==> src/rtl/axicb_skid_pipeline_if.sv <==
// axicb_skid_pipeline_if: one valid/ready/data channel.
//   valid  - producer has a word on data
//   ready  - consumer can take the word this cycle
//   data   - payload, DATA_BUS_W bits
//   master - producer side, slave - consumer side
interface axicb_skid_pipeline_if #(
   parameter int DATA_BUS_W = 8
) ();
   logic                  valid;
   logic                  ready;
   logic [DATA_BUS_W-1:0] data;
   modport master (output valid, output data, input ready);
   modport slave  (input valid, input data, output ready);
endinterface

==> src/rtl/axicb_skid_pipeline.sv <==
// axicb_skid_pipeline: chain of NB_PIPELINE valid/ready register slices.
//   aclk    - clock, rising edge
//   aresetn - asynchronous active-low reset
//   srst    - synchronous active-high reset
//   s_if    - upstream channel (i_valid/i_ready/i_data)
//   m_if    - downstream channel (o_valid/o_ready/o_data)
//   REG_MODE: 0 wires, 1 ready path registered, 2 ready and data paths registered
module axicb_skid_pipeline #(
   parameter int DATA_BUS_W  = 8,
   parameter int NB_PIPELINE = 1,
   parameter int REG_MODE    = 2
) (
   input  logic                    aclk,
   input  logic                    aresetn,
   input  logic                    srst,
   axicb_skid_pipeline_if.slave    s_if,
   axicb_skid_pipeline_if.master   m_if
);
   if (NB_PIPELINE == 0 || REG_MODE == 0) begin : g_bypass
      assign m_if.valid = s_if.valid;
      assign m_if.data  = s_if.data;
      assign s_if.ready = m_if.ready;
   end else begin : g_pipe
      // index s is the input of stage s, index s+1 its output
      logic                  v [NB_PIPELINE+1];
      logic                  r [NB_PIPELINE+1];
      logic [DATA_BUS_W-1:0] d [NB_PIPELINE+1];
      assign v[0]           = s_if.valid;
      assign d[0]           = s_if.data;
      assign s_if.ready     = r[0];
      assign m_if.valid     = v[NB_PIPELINE];
      assign m_if.data      = d[NB_PIPELINE];
      assign r[NB_PIPELINE] = m_if.ready;
      for (genvar s = 0; s < NB_PIPELINE; s++) begin : g_stage
         if (REG_MODE == 1) begin : g_ready_only
            logic                  skid_valid_q, skid_valid_d;
            logic [DATA_BUS_W-1:0] skid_q, skid_d;
            logic                  i_ready_q;
            always_comb begin
               skid_valid_d = skid_valid_q;
               skid_d       = skid_q;
               if (srst) begin
                  skid_valid_d = 1'b0;
                  skid_d       = '0;
               end else if (skid_valid_q) begin
                  skid_valid_d = ~r[s+1];
               end else if (v[s] && i_ready_q && !r[s+1]) begin
                  skid_valid_d = 1'b1;
                  skid_d       = d[s];
               end
            end
            // i_ready tracks the next skid state so it is a pure flop output
            always_ff @(posedge aclk or negedge aresetn) begin
               if (!aresetn) begin
                  skid_valid_q <= 1'b0;
                  skid_q       <= '0;
                  i_ready_q    <= 1'b0;
               end else begin
                  skid_valid_q <= skid_valid_d;
                  skid_q       <= skid_d;
                  i_ready_q    <= ~skid_valid_d;
               end
            end
            // pass-through is gated by i_ready so a word is never shown downstream
            // in the post-reset cycle where upstream cannot hand it over
            assign v[s+1] = skid_valid_q | (v[s] & i_ready_q);
            assign d[s+1] = skid_valid_q ? skid_q : (i_ready_q ? d[s] : '0);
            assign r[s]   = i_ready_q;
         end else begin : g_full
            typedef enum logic [1:0] {EMPTY, BUSY, FULL} state_t;
            state_t                state_q, state_d;
            logic [DATA_BUS_W-1:0] out_q, out_d, skid_q, skid_d;
            logic                  i_ready_q;
            logic                  in_fire;
            assign in_fire = v[s] & i_ready_q;
            always_comb begin
               state_d = state_q;
               out_d   = out_q;
               skid_d  = skid_q;
               if (srst) begin
                  state_d = EMPTY;
                  out_d   = '0;
                  skid_d  = '0;
               end else begin
                  case (state_q)
                     EMPTY: if (in_fire) begin
                        state_d = BUSY;
                        out_d   = d[s];
                     end
                     BUSY: if (in_fire && r[s+1]) begin
                        out_d   = d[s];
                     end else if (in_fire) begin
                        state_d = FULL;
                        skid_d  = d[s];
                     end else if (r[s+1]) begin
                        state_d = EMPTY;
                     end
                     FULL: if (r[s+1]) begin
                        state_d = BUSY;
                        out_d   = skid_q;
                     end
                     default: state_d = EMPTY;
                  endcase
               end
            end
            always_ff @(posedge aclk or negedge aresetn) begin
               if (!aresetn) begin
                  state_q   <= EMPTY;
                  out_q     <= '0;
                  skid_q    <= '0;
                  i_ready_q <= 1'b0;
               end else begin
                  state_q   <= state_d;
                  out_q     <= out_d;
                  skid_q    <= skid_d;
                  i_ready_q <= (state_d != FULL);
               end
            end
            assign v[s+1] = (state_q != EMPTY);
            assign d[s+1] = out_q;
            assign r[s]   = i_ready_q;
         end
      end
   end
endmodule

==> src/flat_wrapper.sv <==
// flat-port wrapper written by rule: the top's interface ports become plain ports
module axicb_skid_pipeline_flat 
#(
   parameter int DATA_BUS_W  = 8,
   parameter int NB_PIPELINE = 1,
   parameter int REG_MODE    = 2
)
  (aclk, aresetn, srst, s_if_valid, s_if_data, s_if_ready, m_if_valid, m_if_data, m_if_ready);
  axicb_skid_pipeline_if #(.DATA_BUS_W(DATA_BUS_W)) s_if_i ();
  axicb_skid_pipeline_if #(.DATA_BUS_W(DATA_BUS_W)) m_if_i ();
  input  logic aclk;
  input  logic aresetn;
  input  logic srst;
  input wire logic [$bits(s_if_i.valid)-1:0] s_if_valid;
  input wire logic [$bits(s_if_i.data)-1:0] s_if_data;
  output wire logic [$bits(s_if_i.ready)-1:0] s_if_ready;
  output wire logic [$bits(m_if_i.valid)-1:0] m_if_valid;
  output wire logic [$bits(m_if_i.data)-1:0] m_if_data;
  input wire logic [$bits(m_if_i.ready)-1:0] m_if_ready;
  assign s_if_i.valid = s_if_valid;
  assign s_if_i.data = s_if_data;
  assign s_if_ready = s_if_i.ready;
  assign m_if_valid = m_if_i.valid;
  assign m_if_data = m_if_i.data;
  assign m_if_i.ready = m_if_ready;
  axicb_skid_pipeline #(.DATA_BUS_W(DATA_BUS_W), .NB_PIPELINE(NB_PIPELINE), .REG_MODE(REG_MODE)) u_core (.aclk(aclk), .aresetn(aresetn), .srst(srst), .s_if(s_if_i), .m_if(m_if_i));
endmodule
==> config.mk <==
export PLATFORM = sky130hd
export DESIGN_NAME = axicb_skid_pipeline_flat
export DESIGN_NICKNAME = d
export VERILOG_FILES = /design/src/rtl/axicb_skid_pipeline_if.sv /design/src/rtl/axicb_skid_pipeline.sv /design/src/flat_wrapper.sv
export SDC_FILE = /design/constraint.sdc
export NUM_CORES = 1
export LEC_CHECK = 0
export ABC_AREA = 1
export ABC_CLOCK_PERIOD_IN_PS = 1490
export BUFFER_PORTS_ARGS = -buffer_cell sky130_fd_sc_hd__buf_2
export CAP_MARGIN = 20
export CORE_ASPECT_RATIO = 0.75
export CORE_UTILIZATION = 35
export DETAILED_ROUTE_END_ITERATION = 7
export GPL_TIMING_DRIVEN = 0
export SYNTH_ARGS = -nofsm -noshare
export SYNTH_HDL_FRONTEND = slang
export SYNTH_SLANG_ARGS = --single-unit
==> constraint.sdc <==
create_clock -name aclk -period 1.49 [get_ports aclk]
set_clock_uncertainty 0.2 [all_clocks]
set_input_delay 0.149 -clock aclk [delete_from_list [all_inputs] [get_ports aclk]]
set_output_delay 0.149 -clock aclk [all_outputs]
set_load 0.01 [all_outputs]
==> flow_summary_export.csv, run 1 <==
group,metric,value,unit
run_status,run_status,"finished clean",
cells_and_area,finalCoreUtilization,53.7,%
synth,synth.lib_cells_used.distinct,15,
routing,pre_repair_dr_iteration_count,4,
floorplan,io_pins,23,
synth,synthSimpleGateAreaFrac,45.1,%
sta,whs,67.4,ps
floorplan,die_y,49.3,µm
cells_and_area,mostFrequentLayoutCell,"sky130_fd_sc_hd__nand2_1",
synth,netlist.top_cell.by_area,"sky130_fd_sc_hd__dfrtp_1",
synth,synth_mux_area_share,0,%
synth,synth-seq-cells,19,
place,gpl.final_weighted_congestion,0.803,
place,setup_ws_pre_cts,-47.5,ps
setup_path,cp.arrival,1100,ps
cells_and_area,post_layout_nonfiller_instances,225,
global_route,first_global_vias,838,
synth,synth_largest_type_area_fraction,45.5,%
sta,relative_slew_slack,70.4,%
place,placedInstanceArea,0.00120,mm²
cells_and_area,post_route_cells_drive_above_1_share,30.2,%
routing,vias,1029,
setup_path,timing.critical_path.fanout_max,3,
synth,ys_seq_area_share,45.5,%
sta,final_period_minus_worst_setup_slack,1450,ps
sta,fmaxAchievable,690,MHz
sta,post-route-worst-setup-slack,40.9,ps
cells_and_area,num_antenna_cells,0,
power,power.density_cell_area,814,mW/mm²
setup_path,timing.critical_path.required,1140,ps
floorplan,dieArea,0.00321,mm²
synth,post_synth_instance_area,0.00105,mm²
sta,rsz0062_at_grt,"yes",
cells_and_area,nets,203,
floorplan,fp.coreArea,0.00272,mm²
hold_path,hold_path_class,"input pin to flip-flop",
place,portBuffers,22,
floorplan,floorplan.initialDensity,38.4,%
routing,postRouteWirelength,2.38,mm
synth,synth_xor_area_share,0,%
power,power_leakage,0.854,nW
routing,detail_route.drc_violations,0,
clock_network,clk_root_buffer_cell,"sky130_fd_sc_hd__clkbuf_8",
clock_network,cts.reportedPaths.clkPinSlew,70,ps
synth,synthTopCellsByArea,"sky130_fd_sc_hd__dfrtp_1 (45%), sky130_fd_sc_hd__nand2_1 (19%), sky130_fd_sc_hd__nand3_1 (10%)",
place,place_hpwl,1.61,mm
job,drv_cap,0,
floorplan,row_count,16,
routing,avgViaCountPerCell,4.57,
synth,synth_top_family_by_area,"simple AND/OR/NAND/NOR gates",
clock_network,cts_made_buffers,3,
cells_and_area,fill_cells,282,
sta,finalSetupViolCount,0,
setup_path,crit_start_category,"flip-flop",
synth,synthesis.area_per_instance,7.16,µm²
synth,netlist_instances,146,
setup_path,rrSetupSlack,70,ps
power,vdd.ir_drop.worst,0.554,mV
sta,max_slew.worst_pin.slew,444,ps
cells_and_area,flow.area_growth_from_synthesis,39.7,%
global_route,grt_first_pass_wirelength,3.80,mm
synth,adder_cell_share_of_the_synthesized_area,0,%
global_route,initial_antenna_violation_count,0,
sta,timing.final.max_slew_violations,0,
global_route,grt_max_degree,20,
cells_and_area,finish.instance_area,0.00146,mm²
synth,synth_compound_gate_area_share,0.957,%
clock_network,cts-root-to-sink-buffers,2,
clock_network,number_of_h_tree_levels,1,
routing,ant_nets,0,
floorplan,dieWidth,65.1,µm
routing,dr.first_iter.drc_count,56,
sta,timing_hold_violations_final,0,
synth,synth_warnings,0,
sta,post-route-period-util,97.3,%
global_route,global_route.usage.total,15.5,%
cells_and_area,mostFrequentLayoutCells,"sky130_fd_sc_hd__nand2_1 (53), sky130_fd_sc_hd__buf_2 (23), sky130_fd_sc_hd__nor2_1 (20)",
global_route,grt_remaining_overflow,0,
place,post-place-cells,204,
clock_network,numClockSinks,19,
routing,post_drt_wl_per_cell,10.6,µm
synth,synth_fp_nets,159,
clock_network,clock_insertion_delay_worst_skew,250,ps
setup_path,critical_path.endpoint_type,"primary output",
clock_network,cts_tree,"done",
setup_path,criticalPathCategory,"flip-flop to primary output",
registers in the layout, indices dropped and copies added (netlist names):
signal and flops:
u_core.m_if.data 8, u_core.g_pipe.g_stage.g_full.skid_q 8, u_core.g_pipe.g_stage.g_full.state_q 2, u_core.s_if.ready 1
layout make-up:
type                            count  area (µm²)  area share, %
Multi-Input combinational cell    108         543           37.2
Tap cell                           36        45.0           3.08
Inverter                           16        60.1           4.11
Clock buffer                        4        45.0           3.08
Buffer                              4        35.0           2.40
Timing Repair Buffer               38         256           17.6
Sequential cell                    19         477           32.6
metal layers:
| metal | vias to the layer above | GRT usage (%) | part of all wire, % | routed length [µm] |
|---|---|---|---|---|
| met5 | - | 0 | 0 | 0 |
| met4 | 0 | 2.17 | 0 | 0 |
| met3 | 0 | 4.21 | 5.7 | 137 |
| met2 | 29 | 23.6 | 45 | 1080 |
| met1 | 462 | 22.3 | 49 | 1170 |
| li1 | 538 | - | - | - |
power breakdown:
part | switching (mW) | total (mW) | internal (mW) | leakage [nW]
Combinational | 0.149 | 0.262 | 0.112 | 0.583
Sequential | 0.0193 | 0.569 | 0.550 | 0.249
Clock | 0.169 | 0.359 | 0.190 | 0.0228
worst paths after layout:
check                                                                     start                                               endpoint  cells after the start
min reg2reg                                     u_core.m_if.data[4]$_DFFE_PN0P_                        u_core.m_if.data[4]$_DFFE_PN0P_                      2
max reg2reg                u_core.g_pipe.g_stage[0].g_full.state_q[1]$_DFF_PN0_  u_core.g_pipe.g_stage[0].g_full.skid_q[2]$_DFFE_PN0P_                      6
min                                                                        srst  u_core.g_pipe.g_stage[0].g_full.skid_q[7]$_DFFE_PN0P_                      4
min in group asynchronous                                               aresetn  u_core.g_pipe.g_stage[0].g_full.skid_q[4]$_DFFE_PN0P_                      2
max in group asynchronous                                               aresetn   u_core.g_pipe.g_stage[0].g_full.state_q[0]$_DFF_PN0_                      2
max                        u_core.g_pipe.g_stage[0].g_full.state_q[0]$_DFF_PN0_                                             m_if_valid                      4
cells in the mapped netlist:
master,instances
sky130_fd_sc_hd__nand3_4,1
sky130_fd_sc_hd__nand3_1,21
sky130_fd_sc_hd__buf_4,1
sky130_fd_sc_hd__nand2_2,1
sky130_fd_sc_hd__nand2_1,53
sky130_fd_sc_hd__nand3_2,2
sky130_fd_sc_hd__nor2_4,3
sky130_fd_sc_hd__buf_2,2
sky130_fd_sc_hd__a21oi_1,1
sky130_fd_sc_hd__nor2_1,24
sky130_fd_sc_hd__buf_6,1
sky130_fd_sc_hd__inv_2,3
sky130_fd_sc_hd__dfrtp_1,19
sky130_fd_sc_hd__inv_1,13
sky130_fd_sc_hd__o21ai_0,1
cell families after synthesis:
kind of cell / after synthesis
compound gates: 2
buf+inv: 20
flops: 19
simple gates: 105
critical path, cell delays in order (launching register included):
cell and delay, ps:
sky130_fd_sc_hd__dfrtp_2 440, sky130_fd_sc_hd__buf_6 130, sky130_fd_sc_hd__nor2_4 120, sky130_fd_sc_hd__inv_2 30, sky130_fd_sc_hd__buf_2 120
metrics by stage:
stage | setup TNS (ps) | total power, mW
after floorplan | 0 | 0.702
after global placement | -119 | 0.781
after detailed placement | -321 | 0.786
after CTS | 0 | 1.17
after global routing | -45.0 | 1.27
final | 0 | 1.19
repair_timing:
item | CTS | global route
endpoints found under the setup margin | 8 | 19
pin swaps | 2 | 6
hold buffers | 9 | 0
endpoints found under the hold margin | 27 | 0
resized for setup | 2 | 17
buffers inserted | 2 | 5
gates cloned | 0 | 1
(Power assumes the default switching activity.)
==> inputs of run 2 (changes only) <==
--- a/config.mk
+++ b/config.mk
@@ -6,7 +6,7 @@
 export NUM_CORES = 1
 export LEC_CHECK = 0
 export ABC_AREA = 1
-export ABC_CLOCK_PERIOD_IN_PS = 1490
+export ABC_CLOCK_PERIOD_IN_PS = 1220
 export BUFFER_PORTS_ARGS = -buffer_cell sky130_fd_sc_hd__buf_2
 export CAP_MARGIN = 20
 export CORE_ASPECT_RATIO = 0.75
==> constraint.sdc (replaced) <==
create_clock -name aclk -period 1.22 [get_ports aclk]
set_clock_uncertainty 0.2 [all_clocks]
set_input_delay 0.122 -clock aclk [delete_from_list [all_inputs] [get_ports aclk]]
set_output_delay 0.122 -clock aclk [all_outputs]
set_load 0.01 [all_outputs]
==> flow_summary_export.csv, run 2 (synthesis gave the netlist of run 1 again) <==
group,metric,value,unit
floorplan,dieWidth,65.1,µm
sta,timing_hold_violations_final,0,
floorplan,fp.coreArea,0.00272,mm²
global_route,global_route.usage.total,18.4,%
sta,fmaxAchievable,689,MHz
power,power.combinational.fraction,24.1,%
sta,max_slew.worst_pin.slew,444,ps
clock_network,cts_tree,"done",
floorplan,die_y,49.3,µm
global_route,grt_remaining_overflow,0,
global_route,first_global_vias,964,
sta,rsz0062_at_grt,"yes",
floorplan,dieArea,0.00321,mm²
clock_network,number_of_h_tree_levels,1,
sta,timing.final.max_slew_violations,0,
cells_and_area,mostFrequentLayoutCell,"sky130_fd_sc_hd__nand2_1",
place,place_hpwl,1.61,mm
cells_and_area,num_antenna_cells,0,
place,gpl.final_weighted_congestion,0.800,
cells_and_area,fill_cells,254,
global_route,grt_first_pass_wirelength,4.46,mm
hold_path,hold_path_class,"input pin to flip-flop",
routing,detail_route.drc_violations,0,
cells_and_area,post_route_cells_drive_above_1_share,42.9,%
routing,avgViaCountPerCell,4.67,
power,p_total,1.51,mW
power,sw_frac_of_total,30.2,%
sta,post-route-period-util,119,%
power,vdd.ir_drop.worst,0.625,mV
global_route,grt_max_degree,20,
run_status,run_status,"complete, but fails checks",
global_route,initial_antenna_violation_count,0,
setup_path,timing.critical_path.required,1230,ps
routing,dr.first_iter.drc_count,48,
routing,vias,1059,
routing,postRouteWirelength,2.68,mm
clock_network,cts-root-to-sink-buffers,2,
routing,ant_nets,0,
power,power_leakage,0.897,nW
setup_path,timing.critical_path.fanout_max,9,
setup_path,crit_start_category,"flip-flop",
setup_path,cp.arrival,1460,ps
floorplan,row_count,16,
clock_network,numClockSinks,19,
sta,whs,66.5,ps
routing,post_drt_wl_per_cell,11.8,µm
clock_network,cts_made_buffers,3,
sta,finalSetupViolCount,20,
sta,post-route-worst-setup-slack,-231,ps
cells_and_area,mostFrequentLayoutCells,"sky130_fd_sc_hd__nand2_1 (46), sky130_fd_sc_hd__buf_2 (23), sky130_fd_sc_hd__dfrtp_1 (18)",
sta,final_period_minus_worst_setup_slack,1450,ps
clock_network,cts.reportedPaths.clkPinSlew,70,ps
setup_path,criticalPathCategory,"flip-flop to flip-flop",
power,switchingPower,0.455,mW
floorplan,io_pins,23,
routing,pre_repair_dr_iteration_count,4,
run_status,violations,"setup timing",
place,portBuffers,22,
cells_and_area,nets,205,
sta,relative_slew_slack,70.4,%
floorplan,floorplan.initialDensity,38.4,%
power,power.density_cell_area,935,mW/mm²
power,seq_power_share,46.6,%
job,drv_cap,0,
power,clock_power_share,29.4,%
clock_network,clk_root_buffer_cell,"sky130_fd_sc_hd__clkbuf_8",
setup_path,critical_path.endpoint_type,"flip-flop",
cells_and_area,flow.area_growth_from_synthesis,54.1,%
clock_network,clock_insertion_delay_worst_skew,260,ps
power,p_int,1.05,mW
[run 2: cell types whose count changed in the layout (fill, tap and decap cells not counted), sizes merged]
cell,before,now
clkbuf,4,3
nand3,24,25
buf,33,34
clkinv,0,1
[run 2: final cells by class]
| cell class | instances | area [µm²] | share of cell area [%] |
|---|---|---|---|
| Multi-Input combinational cell | 109 | 659 | 40.9 |
| Sequential cell | 19 | 477 | 29.6 |
| Timing Repair Buffer | 39 | 280 | 17.4 |
| Inverter | 16 | 65.1 | 4.04 |
| Tap cell | 36 | 45.0 | 2.80 |
| Clock buffer | 3 | 41.3 | 2.56 |
| Buffer | 4 | 38.8 | 2.41 |
| Clock inverter | 1 | 5.00 | 0.311 |
[run 2: repair_timing]
item,4_1_cts,5_1_grt
gates resized for setup,15,29
hold buffers,9,0
endpoints found under the hold margin,27,0
gates cloned,3,0
pin swaps,11,21
setup buffers,3,4
setup endpoints to repair,20,20
[run 2: stage by stage]
step / TNS (ps) / utilization, % / cells / setup slack, ps / instance area [µm²]
6_report: -4130 / 59.2 / 227 / -231 / 1610
5_1_grt: -5420 / 59.2 / 227 / -300 / 1610
4_1_cts: -3520 / 53.9 / 223 / -202 / 1470
3_5_place_dp: -3620 / 45.3 / 204 / -217 / 1230
3_3_place_gp: -3660 / 45.3 / 204 / -220 / 1230
2_1_floorplan: -1280 / - / 146 / -91.6 / 1080
[run 2: power groups by stage]
| stage | combinational [mW] | clock, mW | sequential (mW) |
|---|---|---|---|
| finish | 0.362 | 0.443 | 0.701 |
| global route | 0.400 | 0.498 | 0.706 |
| detailed placement | 0.261 | 0 | 0.707 |
| CTS | 0.316 | 0.468 | 0.697 |
| floorplan | 0.145 | 0 | 0.721 |
| global placement | 0.258 | 0 | 0.705 |
[run 2: path summary, 6_finish.rpt]
path | start | end | slack, ps | depth (start not counted)
setup / recovery | u_core.g_pipe.g_stage[0].g_full.state_q[0]$_DFF_PN0_ | u_core.m_if.data[3]$_DFFE_PN0P_ | -230 | 8
hold / removal | srst | u_core.g_pipe.g_stage[0].g_full.skid_q[6]$_DFFE_PN0P_ | 70 | 4
setup reg to reg | u_core.g_pipe.g_stage[0].g_full.state_q[0]$_DFF_PN0_ | u_core.m_if.data[3]$_DFFE_PN0P_ | -230 | 8
hold reg to reg | u_core.m_if.data[1]$_DFFE_PN0P_ | u_core.m_if.data[1]$_DFFE_PN0P_ | 270 | 2
max in group asynchronous | aresetn | u_core.g_pipe.g_stage[0].g_full.state_q[0]$_DFF_PN0_ | 360 | 2
min in group asynchronous | aresetn | u_core.m_if.data[6]$_DFFE_PN0P_ | 130 | 2
[run 2: worst max-delay path: stages (launching register included)]
cell                      delay (ps)
sky130_fd_sc_hd__dfrtp_2         480
sky130_fd_sc_hd__inv_4           120
sky130_fd_sc_hd__nand2_8          80
sky130_fd_sc_hd__buf_6           140
sky130_fd_sc_hd__nand2_2          50
sky130_fd_sc_hd__nand2_1          60
sky130_fd_sc_hd__nor2_2          110
sky130_fd_sc_hd__nand3_2          70
sky130_fd_sc_hd__nand2_1          70
[run 2: per-layer routing]
metal / up-vias / global-route usage, % / wire length (µm) / part of all wire (%)
met4: 0 / 4.35 / 23 / 0.86
li1: 545 / - / - / -
met2: 25 / 28.3 / 1220 / 45
met3: 4 / 5.61 / 138 / 5.1
met5: - / 0 / 0 / 0
met1: 485 / 25.2 / 1300 / 48
==> inputs of run 3 (changes only) <==
--- a/config.mk
+++ b/config.mk
@@ -10,9 +10,10 @@
 export BUFFER_PORTS_ARGS = -buffer_cell sky130_fd_sc_hd__buf_2
 export CAP_MARGIN = 20
 export CORE_ASPECT_RATIO = 0.75
-export CORE_UTILIZATION = 35
+export CORE_UTILIZATION = 25
 export DETAILED_ROUTE_END_ITERATION = 7
 export GPL_TIMING_DRIVEN = 0
+export SETUP_SLACK_MARGIN = 0.2
 export SYNTH_ARGS = -nofsm -noshare
 export SYNTH_HDL_FRONTEND = slang
 export SYNTH_SLANG_ARGS = --single-unit
==> flow_summary_export.csv, run 3 (synthesis gave the netlist of run 1 again) <==
group,metric,value,unit
global_route,first_global_vias,1001,
run_status,run_status,"complete, but fails checks",
floorplan,fp.coreArea,0.00383,mm²
place,gpl.final_weighted_congestion,0.739,
run_status,violations,"setup timing",
sta,timing.final.max_slew_violations,0,
routing,avgViaCountPerCell,4.27,
sta,final_period_minus_worst_setup_slack,1440,ps
clock_network,clk_root_buffer_cell,"sky130_fd_sc_hd__clkbuf_8",
cells_and_area,num_antenna_cells,0,
setup_path,criticalPathCategory,"flip-flop to flip-flop",
power,vdd.ir_drop.worst,0.367,mV
floorplan,floorplan.initialDensity,27.3,%
cells_and_area,area.sequential,477,µm²
global_route,initial_antenna_violation_count,0,
floorplan,row_count,19,
job,drv_cap,0,
cells_and_area,multi_input_comb_area,589,µm²
clock_network,clock_insertion_delay_worst_skew,250,ps
clock_network,numClockSinks,19,
clock_network,cts_made_buffers,3,
cells_and_area,post_layout_nonfiller_instances,249,
sta,post-route-worst-setup-slack,-222,ps
setup_path,timing.critical_path.required,1170,ps
setup_path,timing.critical_path.fanout_max,7,
setup_path,crit_start_category,"flip-flop",
hold_path,hold_path_class,"input pin to flip-flop",
setup_path,critical_path.endpoint_type,"flip-flop",
sta,finalSetupViolCount,20,
power,p_total,1.52,mW
routing,vias,1064,
power,power_leakage,0.910,nW
global_route,global_route.usage.total,13.8,%
global_route,grt_first_pass_wirelength,4.67,mm
place,place_hpwl,1.74,mm
clock_network,cts.reportedPaths.clkPinSlew,70,ps
floorplan,io_pins,23,
sta,fmaxAchievable,693,MHz
place,post-place-cells,220,
routing,dr.first_iter.drc_count,39,
sta,relative_slew_slack,69.9,%
sta,post-route-period-util,118,%
clock_network,cts_tree,"done",
cells_and_area,finalCoreUtilization,42.0,%
cells_and_area,mostFrequentLayoutCell,"sky130_fd_sc_hd__nand2_1",
power,power.density_cell_area,942,mW/mm²
global_route,grt_remaining_overflow,0,
clock_network,number_of_h_tree_levels,1,
cells_and_area,post_route_cells_drive_above_1_share,38.1,%
floorplan,die_y,58.0,µm
routing,detail_route.drc_violations,0,
routing,postRouteWirelength,2.78,mm
cells_and_area,flow.area_growth_from_synthesis,53.8,%
setup_path,cp.arrival,1390,ps
clock_network,cts-root-to-sink-buffers,2,
cells_and_area,mostFrequentLayoutCells,"sky130_fd_sc_hd__nand2_1 (49), sky130_fd_sc_hd__buf_2 (23), sky130_fd_sc_hd__dfrtp_1 (18)",
floorplan,dieWidth,76.7,µm
cells_and_area,nets,211,
floorplan,dieArea,0.00445,mm²
routing,ant_nets,0,
cells_and_area,fill_cells,403,
place,portBuffers,22,
global_route,grt_max_degree,20,
routing,post_drt_wl_per_cell,11.2,µm
sta,timing_hold_violations_final,0,
sta,max_slew.worst_pin.slew,452,ps
routing,pre_repair_dr_iteration_count,4,
sta,rsz0062_at_grt,"yes",
[run 3: changes by cell type in the layout (fill, tap and decap cells not counted), moves of 2 or more]
| cell | before | now |
|---|---|---|
| sky130_fd_sc_hd__buf_4 | 5 | 13 |
| sky130_fd_sc_hd__nand2_1 | 46 | 49 |
| sky130_fd_sc_hd__nand2_2 | 6 | 4 |
| sky130_fd_sc_hd__nand3_1 | 12 | 16 |
| sky130_fd_sc_hd__nand3_2 | 9 | 5 |
| sky130_fd_sc_hd__nor2_1 | 11 | 15 |
| sky130_fd_sc_hd__nor2_2 | 9 | 7 |
| sky130_fd_sc_hd__nor2_4 | 8 | 6 |
[run 3: final timing paths]
kind,start,to,slack [ps],depth (start not counted)
max,u_core.g_pipe.g_stage[0].g_full.state_q[1]$_DFF_PN0_,u_core.g_pipe.g_stage[0].g_full.skid_q[4]$_DFFE_PN0P_,-220,6
min,srst,u_core.g_pipe.g_stage[0].g_full.skid_q[0]$_DFFE_PN0P_,60,4
max reg2reg,u_core.g_pipe.g_stage[0].g_full.state_q[1]$_DFF_PN0_,u_core.g_pipe.g_stage[0].g_full.skid_q[4]$_DFFE_PN0P_,-220,6
min reg2reg,u_core.m_if.data[3]$_DFFE_PN0P_,u_core.m_if.data[3]$_DFFE_PN0P_,280,2
max in group asynchronous,aresetn,u_core.g_pipe.g_stage[0].g_full.state_q[0]$_DFF_PN0_,340,2
min in group asynchronous,aresetn,u_core.g_pipe.g_stage[0].g_full.state_q[0]$_DFF_PN0_,150,2
[run 3: power breakdown]
part           leakage [nW]  internal, mW  switching [mW]
sequential            0.249         0.672          0.0259
clock                0.0228         0.232           0.205
combinational         0.638         0.179           0.203
total                 0.910          1.08           0.433
[run 3: metal layers]
metal,GRT usage [%],share of wire (%),vias to the layer above
met3,3.94,4.1,4
met5,0,0,-
met4,3.30,0.79,0
met2,21.6,45,18
li1,-,-,550
met1,18.8,50,492
[run 3: worst max-delay path, stage by stage (launching register included)]
cell and delay [ps]:
sky130_fd_sc_hd__dfrtp_1 370, sky130_fd_sc_hd__buf_6 150, sky130_fd_sc_hd__nor2_4 170, sky130_fd_sc_hd__nand3_4 150, sky130_fd_sc_hd__buf_12 170, sky130_fd_sc_hd__nand3_1 60
sky130_fd_sc_hd__nand2_1 60
[run 3: per-stage QoR]
stage               setup TNS, ps  worst slack (ps)  hold WS [ps]  area, µm²
global placement            -4290              -252          -104       1250
global route                -5290              -296          63.4       1610
CTS                         -3650              -208          34.7       1520
finish                      -3810              -222          62.8       1610
floorplan                   -1280             -91.6          -374       1080
detailed placement          -4020              -235          -101       1250
[run 3: area by class of cell]
cell class,instances,share of cell area [%]
well taps,52,4.04
plain buffers,4,2.41
flip-flops and latches,19,29.6
multi-input cells,108,36.6
repair buffers,46,20.5
inverters,16,4.04
clock buffers,4,2.80
[run 3: what timing repair did]
item                                   in CTS  in global routing
setup endpoints to repair                  29                 29
gates cloned                                2                  0
gates resized for setup                    13                 13
pin swaps                                   8                 12
endpoints found under the hold margin      27                  0
hold buffers                                9                  0
buffers inserted                            8                  6
